### src/rtl/prog_pkg.sv
// Shared program-memory definitions: instruction encodings and loader FSM states.
package prog_pkg;

    localparam int unsigned OPC_W = 4;
    localparam int unsigned RSEL_W = 4;
    localparam int unsigned IMM_W = 8;
    localparam int unsigned INSTR_W = OPC_W + RSEL_W + IMM_W;

    // Opcodes occupy the top nibble of an instruction word
    localparam logic [OPC_W-1:0] OP_NOP       = 4'h0;
    localparam logic [OPC_W-1:0] OP_LI        = 4'h1;
    localparam logic [OPC_W-1:0] OP_LOAD      = 4'h2;
    localparam logic [OPC_W-1:0] OP_STORE     = 4'h3;
    localparam logic [OPC_W-1:0] OP_ADD       = 4'h4;
    localparam logic [OPC_W-1:0] OP_SUB       = 4'h5;
    localparam logic [OPC_W-1:0] OP_AND       = 4'h6;
    localparam logic [OPC_W-1:0] OP_OR        = 4'h7;
    localparam logic [OPC_W-1:0] OP_XOR       = 4'h8;
    localparam logic [OPC_W-1:0] OP_NOT       = 4'h9;
    localparam logic [OPC_W-1:0] OP_LIN       = 4'hA;
    localparam logic [OPC_W-1:0] OP_PRINT     = 4'hB;
    localparam logic [OPC_W-1:0] OP_PRINT7SEG = 4'hC;
    localparam logic [OPC_W-1:0] OP_JMP       = 4'hD;

    // Register selects occupy the second nibble
    localparam logic [RSEL_W-1:0] REG_ACCUMULATOR = 4'h0;
    localparam logic [RSEL_W-1:0] REG_A           = 4'h1;
    localparam logic [RSEL_W-1:0] REG_B           = 4'h2;
    localparam logic [RSEL_W-1:0] REG_C           = 4'h3;
    localparam logic [RSEL_W-1:0] REG_D           = 4'h4;
    localparam logic [RSEL_W-1:0] REG_MADDR       = 4'h5;
    localparam logic [RSEL_W-1:0] REG_ZERO        = 4'h6;

    typedef enum logic [1:0] {
        ST_IDLE = 2'd0,
        ST_LOAD = 2'd1,
        ST_RUN  = 2'd2
    } prog_state_e;

    // Assemble {opcode, register select, immediate} into one instruction word
    function automatic logic [INSTR_W-1:0] make_instr(
        input logic [OPC_W-1:0]  op,
        input logic [RSEL_W-1:0] rsel,
        input logic [IMM_W-1:0]  imm
    );
        return {op, rsel, imm};
    endfunction

endpackage

### src/rtl/prog_mem_ram.sv
// Simple dual-port program RAM: one write port, one registered read port.
module prog_mem_ram #(
    parameter int unsigned DATA_W = 16,
    parameter int unsigned DEPTH  = 256,
    parameter int unsigned ADDR_W = 8
) (
    input  logic              clk,
    input  logic              we_i,
    input  logic [ADDR_W-1:0] waddr_i,
    input  logic [DATA_W-1:0] wdata_i,
    input  logic              re_i,
    input  logic [ADDR_W-1:0] raddr_i,
    output logic [DATA_W-1:0] rdata_o
);

    logic [DATA_W-1:0] mem_q [DEPTH];
    logic [DATA_W-1:0] rdata_q;

    // Write port; contents are deliberately not reset
    always_ff @(posedge clk) begin
        if (we_i) begin
            mem_q[waddr_i] <= wdata_i;
        end
    end

    // Read port: location captured on re_i, word held until the next read
    always_ff @(posedge clk) begin
        if (re_i) begin
            rdata_q <= mem_q[raddr_i];
        end
    end

    assign rdata_o = rdata_q;

endmodule

### src/rtl/prog_mem_loadable.sv
// Run-time loadable program memory: streaming loader, CPU hold and range-checked fetch.
module prog_mem_loadable
    import prog_pkg::*;
#(
    parameter int unsigned       DATA_W   = 16,
    parameter int unsigned       ADDR_W   = 8,
    parameter int unsigned       DEPTH    = 256,
    parameter logic [DATA_W-1:0] NOP_WORD = '0
) (
    input  logic              clk,
    input  logic              rst_n,
    input  logic              load_start,
    input  logic              load_valid,
    input  logic [DATA_W-1:0] load_data,
    input  logic              load_last,
    output logic              load_ready,
    output logic              load_err,
    output logic [ADDR_W:0]   prog_len,
    output logic              cpu_run,
    input  logic              fetch_req,
    input  logic [ADDR_W-1:0] fetch_addr,
    output logic [DATA_W-1:0] fetch_data,
    output logic              fetch_valid,
    output logic              fetch_oob
);

    localparam int unsigned       LEN_W    = ADDR_W + 1;
    localparam logic [LEN_W-1:0]  LAST_IDX = LEN_W'(DEPTH - 1);

    prog_state_e       state_q, state_d;
    logic [ADDR_W-1:0] wr_ptr_q, wr_ptr_d;
    logic [LEN_W-1:0]  prog_len_q, prog_len_d;
    logic              load_err_q, load_err_d;
    logic              cpu_run_q;
    logic              fetch_valid_q;
    logic              fetch_oob_q;
    logic              nop_sel_q;

    logic              ram_we;
    logic              fetch_acc;
    logic              fetch_hit;
    logic [DATA_W-1:0] ram_rdata;

    // Next-state, write-pointer and fetch-acceptance logic; load_start overrides everything
    always_comb begin
        state_d    = state_q;
        wr_ptr_d   = wr_ptr_q;
        prog_len_d = prog_len_q;
        load_err_d = load_err_q;
        ram_we     = 1'b0;
        fetch_acc  = 1'b0;
        fetch_hit  = ({1'b0, fetch_addr} < prog_len_q);

        unique case (state_q)
            ST_IDLE: begin
                state_d = ST_IDLE;
            end
            ST_LOAD: begin
                if (load_valid) begin
                    ram_we   = 1'b1;
                    wr_ptr_d = wr_ptr_q + ADDR_W'(1);
                    // Last slot without load_last is forced to terminate the load
                    if (load_last || (LEN_W'(wr_ptr_q) == LAST_IDX)) begin
                        state_d    = ST_RUN;
                        prog_len_d = LEN_W'(wr_ptr_q) + LEN_W'(1);
                        if (!load_last) begin
                            load_err_d = 1'b1;
                        end
                    end
                end
            end
            ST_RUN: begin
                fetch_acc = fetch_req;
            end
            default: begin
                state_d = ST_IDLE;
            end
        endcase

        if (load_start) begin
            state_d    = ST_LOAD;
            wr_ptr_d   = '0;
            prog_len_d = '0;
            load_err_d = 1'b0;
            ram_we     = 1'b0;
            fetch_acc  = 1'b0;
        end
    end

    // FSM state, load counters and CPU hold
    always_ff @(posedge clk or negedge rst_n) begin
        if (!rst_n) begin
            state_q    <= ST_IDLE;
            wr_ptr_q   <= '0;
            prog_len_q <= '0;
            load_err_q <= 1'b0;
            cpu_run_q  <= 1'b0;
        end else begin
            state_q    <= state_d;
            wr_ptr_q   <= wr_ptr_d;
            prog_len_q <= prog_len_d;
            load_err_q <= load_err_d;
            cpu_run_q  <= (state_d == ST_RUN);
        end
    end

    // Fetch response flags; oob/NOP select hold between accepted fetches
    always_ff @(posedge clk or negedge rst_n) begin
        if (!rst_n) begin
            fetch_valid_q <= 1'b0;
            fetch_oob_q   <= 1'b0;
            nop_sel_q     <= 1'b1;
        end else begin
            fetch_valid_q <= fetch_acc;
            if (fetch_acc) begin
                fetch_oob_q <= !fetch_hit;
                nop_sel_q   <= !fetch_hit;
            end
        end
    end

    prog_mem_ram #(
        .DATA_W (DATA_W),
        .DEPTH  (DEPTH),
        .ADDR_W (ADDR_W)
    ) u_ram (
        .clk     (clk),
        .we_i    (ram_we),
        .waddr_i (wr_ptr_q),
        .wdata_i (load_data),
        .re_i    (fetch_acc & fetch_hit),
        .raddr_i (fetch_addr),
        .rdata_o (ram_rdata)
    );

    assign load_ready  = (state_q == ST_LOAD);
    assign load_err    = load_err_q;
    assign prog_len    = prog_len_q;
    assign cpu_run     = cpu_run_q;
    assign fetch_valid = fetch_valid_q;
    assign fetch_oob   = fetch_oob_q;
    assign fetch_data  = nop_sel_q ? NOP_WORD : ram_rdata;

endmodule

### config.mk
export PLATFORM = sky130hd
export DESIGN_NAME = prog_mem_loadable
export DESIGN_NICKNAME = d
export VERILOG_FILES = /design/src/rtl/prog_pkg.sv /design/src/rtl/prog_mem_ram.sv /design/src/rtl/prog_mem_loadable.sv
export SDC_FILE = /design/constraint.sdc
export NUM_CORES = 2
export LEC_CHECK = 0
export ABC_AREA = 1
export CORE_MARGIN = 2
export CORE_UTILIZATION = 40
export DETAILED_ROUTE_END_ITERATION = 6
export MAX_ROUTING_LAYER = met4
export RECOVER_POWER = 100
export SYNTH_ARGS = -nofsm -noshare
export SYNTH_HDL_FRONTEND = slang
export SYNTH_SLANG_ARGS = --single-unit
### constraint.sdc
create_clock -name clk -period 6.3 [get_ports clk]
set_clock_uncertainty 0.2 [all_clocks]
set_input_delay 0.945 -clock clk [delete_from_list [all_inputs] [get_ports clk]]
set_output_delay 0.945 -clock clk [all_outputs]
set_load 0.02 [all_outputs]
[After elaboration in Yosys (flattened, before gate mapping)]
Memory sizes are Yosys's and may differ from the RTL's. A register that Yosys moved wholly into a read port is not among the register bits.
Index checks and enable logic that the tools add are counted.
Operators by class
  reductions and logical operators: 8
  magnitude comparators: 1
  equality and inequality tests: 5
  bitwise gates (word level): 1
  multiplexer cells: 24
  $add $sub $neg: 2
Operators with widths (number)
  $mux 9: 4
  $mux 8: 3
  $mux 16: 1
  $mux 1: 12
  $add 8x1->9 const B: 1
  $lt 8x9->1: 1
  $add 8x1->8 const B: 1
  $eq 8x8->1 const B: 1
  $mux 2: 3
  $reduce_bool 2->1: 3
  $eq 2x2->1 const B: 2
  $pmux 2 s2: 1
  $reduce_and 4->1: 1
  $reduce_and 3->1: 1
  $eq 2x1->1 const B: 1
  $ne 2x2->1 const B: 1
  $reduce_and 2->1: 1
  $and 1x1->1: 1
  $logic_not 1->1: 1
  $logic_or 1x1->1: 1
Word-level totals
  input port bits: 30
  memory bits (writable): 4096
  register bits after elaboration: 24
  memories: 1
Memories
  u_ram.mem_q: words 256, width 16, read ports 1, clocked after Yosys merged registers in 1, write ports 1, line prog_mem_ram.sv:16  | logic [DATA_W-1:0] mem_q [DEPTH];

[Logic depth before layout (Yosys ltp)]
  word-level depth: 7
  depth in mapped cells: 15

[Modules after synthesis]
From an unflattened synthesis, not the netlist that was laid out.
Second synthesis, totals
  cells, all modules: 13811
  area, all modules: 167344.2 µm²
Modules (own cells, without submodules)
  prog_mem_ram: cells an instance 13617, area each 165866.6 µm², times used 1
  prog_mem_loadable: cells an instance 194, area each 1477.7 µm², times used 1

[Worst setup path before layout]
No wires, ideal clock.
  kind: input to register
  from: input load_valid
  to: memory u_ram.mem_q[179][0] (enable)
  stages: 5
  path buffers: 1
  required time: 5670 ps
  data arrival time: 3210 ps
  setup slack: 2459 ps
  library setup time: 430 ps
  cells stage by stage: nand2_1 > nor2_1 > clkbuf_1 > nand3_1 > nor4_1
On the way
  longest elaborated chain between the ends: 5
RTL lines
  from (decl): line prog_mem_loadable.sv:13  | input logic load_valid,
  $mux 1: line prog_mem_loadable.sv:59  | if (load_valid) begin
  $mux 1: line prog_mem_loadable.sv:54  | unique case (state_q)
  $mux 1: line prog_mem_loadable.sv:80  | if (load_start) begin
  $mux 1: line prog_mem_ram.sv:21  | if (we_i) begin
  $mux 1 (not written as such): line prog_mem_ram.sv:22  | mem_q[waddr_i] <= wdata_i;
  to (decl): line prog_mem_ram.sv:16
Every way passes these cells.

[Final worst setup path]
  from: input fetch_addr[0]
  to: register u_ram.rdata_q[15] (netlist: u_ram.rdata_o[15]) (read register of u_ram.mem_q) (data pin)
On the way
  longest elaborated chain between the ends: 2
RTL lines
  from (decl): line prog_mem_loadable.sv:21  | input logic [ADDR_W-1:0] fetch_addr,
  $lt 8x9->1: line prog_mem_loadable.sv:52  | fetch_hit = ({1'b0, fetch_addr} < prog_len_q);
  $and 1x1->1: line prog_mem_loadable.sv:131  | .re_i (fetch_acc & fetch_hit),
  to (decl): line prog_mem_ram.sv:17  | logic [DATA_W-1:0] rdata_q;
Parallel ways exist; a longest one is shown, timed or not.
A chain may end at the register's enable or synchronous reset.

==> reports/results.ini <==
[sta]
fin_ws_ns=0.696
fmax_ghz=0.178
grt_setup_unrepaired=no
setup_viol=0
setup_tns_ns=0
slew_viol_final=2215
hold_viol=0
post-route-period-util_pct=89.0
worst-slew-pin-transition_ns=5.12
period_minus_slack_ns=5.60
worst_slew_margin_rel_pct=-241

[drt]
wl_per_cell_um=25.1
routed_wl_mm=494
drtPass1Iterations=7
drt_iter0_drc=14300
drc=0
ant_nets=0
num_vias=110000
viasPerCell=5.58

[clock_network]
path_clk_slew_ns=0.06
clk_path_buf_depth=4
hold_buffers=0
clkLatencyLatePin_ns=0.97
clock-sinks=4136
postCtsSetupBuffers=0
cts_made_buffers=419
cts_tree=done
htreeDepth=5
root_buffer=clkbuf_16
ctsResizeCount=0

[logic_synthesis]
synth_edf_count=4112
synthFlopType=edfxtp_1
synth_cell_types=27
avgSynthCellArea_sq_um=12.1
async_flop_share_pct=0.580
synth_area_sq_um=167000
yosysSeqAreaShare_pct=74.3
ys_warn_count=0
synth_nets=13800
synth_seq_cells=4136
syn_inst=13800

[floorplan]
core-area_sq_um=416000
die_w_um=650
io_pins=60
initial_core_util_pct=40.1
fp.dieArea_sq_um=423000
rows=237
die_h_um=650

[power_and_ir_drop]
p_leak_nw=64.0
ir_drop_mv=0.244
p_per_area_nw_per_um2=313

[grt]
grt_antenna_before_repair=19
grt_pass1_vias=102000
grt_pass1_wl_mm=714
grt_max_degree=183
grt_overflow=0
grt_util_all_layers_pct=23.3

[final_layout]
areaGrowthSynthToFinish_pct=11.7
nNetsFinal=13800
utilization_pct=44.8
drive_gt1_share_pct=5.88

[outcome]
violations=max-capacitance violations, max-slew violations
status=finished, violations left

[critical_path]
setup.worst_path.start=fetch_addr[0]
worst-setup-path-type=primary input to flop
regToRegStartpoint=state_q[1]$_DFF_PN0_
critPathLaunchType=primary input
crit_required_ns=6.82
cp-end-kind=flop
cp_max_fo=152
worstPathArrival_ns=6.13

[worst_hold_path]
hp-start=load_data[0]
hold_path.class=primary input to flop

[place]
place_congestion=0.884
pre_cts_ws_ns=1.36
hpwl_mm=273
port_buffers=59

[run]
drv_cap=44

==> synthesized netlist by cell type, types with 7 or more instances <==
master / number / area [sq um]
a21oi_1: 7 / 35.0
buf_1: 91 / 342
buf_2: 484 / 2420
buf_4: 129 / 968
buf_6: 50 / 563
clkbuf_1: 184 / 691
dfrtp_1: 23 / 576
edfxtp_1: 4112 / 123000
ha_1: 13 / 163
inv_1: 56 / 210
nand2_1: 4225 / 15900
nand3_1: 4049 / 20300
nor2_1: 283 / 1060
nor3_1: 9 / 45.0
o21ai_0: 8 / 40.0
o22ai_1: 10 / 62.6
==> layout make-up <==
type,instances,area [sq um]
clock inverter,235,2250
timing repair buffer,554,4130
tap,5497,6880
multi-input combinational,8616,37700
clock buffer,529,11200
inverter,60,278
sequential,4136,124000
antenna,22,55.1
fill,37100,230000
==> sequential cells by signal, indices dropped and copies added, names as in the netlist, 2 cells and up <==
name and cells:
u_ram.mem_q 4096, u_ram.rdata_o 16, prog_len 9, wr_ptr_q 8, state_q 2
==> metrics by stage <==
| step | std cells | cell area, sq um | hold slack (ns) | total power, mW |
|---|---|---|---|---|
| after floorplan | 13800 | 167000 | 0.319 | 32.7 |
| after global placement | 18900 | 174000 | 0.266 | 34.3 |
| after detailed placement | 18900 | 174000 | 0.268 | 34.3 |
| after CTS | 19600 | 188000 | 0.146 | 58.7 |
| after global routing | 19600 | 186000 | 0.230 | 60.0 |
| final | 19600 | 187000 | 0.226 | 58.4 |
==> report_power, final <==
part           total (mW)  switching [mW]  internal (mW)
logic                3.46            2.67          0.791
registers            30.3          0.0228           30.3
clock network        24.6            10.5           14.1
==> layer usage <==
metal	GRT usage (%)	share of wire [%]	vias to the layer above
met5	-	0	-
met2	35.9	47	5176
met4	9.00	4.1	0
met1	31.5	41	54400
li1	-	-	49200
met3	3.09	8.3	842
==> placed cells by master (no fill, tap or decap), types with 22 or more instances in the layout <==
cell and count:
buf_12 70, buf_4 145, bufinv_16 39, clkbuf_1 373, clkbuf_16 430, clkinv_1 90, clkinv_2 81, dfrtp_1 23
diode_2 22, dlygate4sd3_1 30, edfxtp_1 4112, inv_1 54, nand2_1 4224, nand3_1 4048, nor2_1 281
==> logic make-up after synthesis <==
family / Yosys count / share of synthesized area, %
and+or+nand+nor: 8571 / 22.3
DFF: 4136 / 74.3
buffers and inverters: 1001 / 3.15
AOI/OAI and AO/OA: 31 / 0.110
adders and majority gates: 13 / 0.0974
xor gates and xnor gates: 1 / 0.00525
==> worst max-delay path: stages <==
cell,delay (ns)
clkbuf_4,1.32
inv_16,0.50
buf_12,0.61
clkbuf_1,0.26
nand2_1,0.11
nand3_1,0.07
nand3_1,0.15
nand3_1,0.12
nand3_1,0.14
nand3_1,0.39
nand3_1,0.35
nand2_1,0.15
nand2_1,0.24
nand2_1,0.09
==> final timing paths <==
path	slack [ns]	depth (start not counted)	endpoint
worst max-delay path	0.70	14	u_ram.rdata_o[15]$_DFFE_PP_
worst min-delay path	0.23	1	u_ram.mem_q[128][0]$_DFFE_PP_
worst max register to register	0.78	7	u_ram.mem_q[131][2]$_DFFE_PP_
worst min register to register	0.28	2	fetch_oob$_DFFE_PN0P_
max in group asynchronous	4.72	1	wr_ptr_q[7]$_DFFE_PN0P_
min in group asynchronous	0.47	1	load_err$_DFFE_PN0P_
Note: power is estimated with default switching activity, not from simulation.
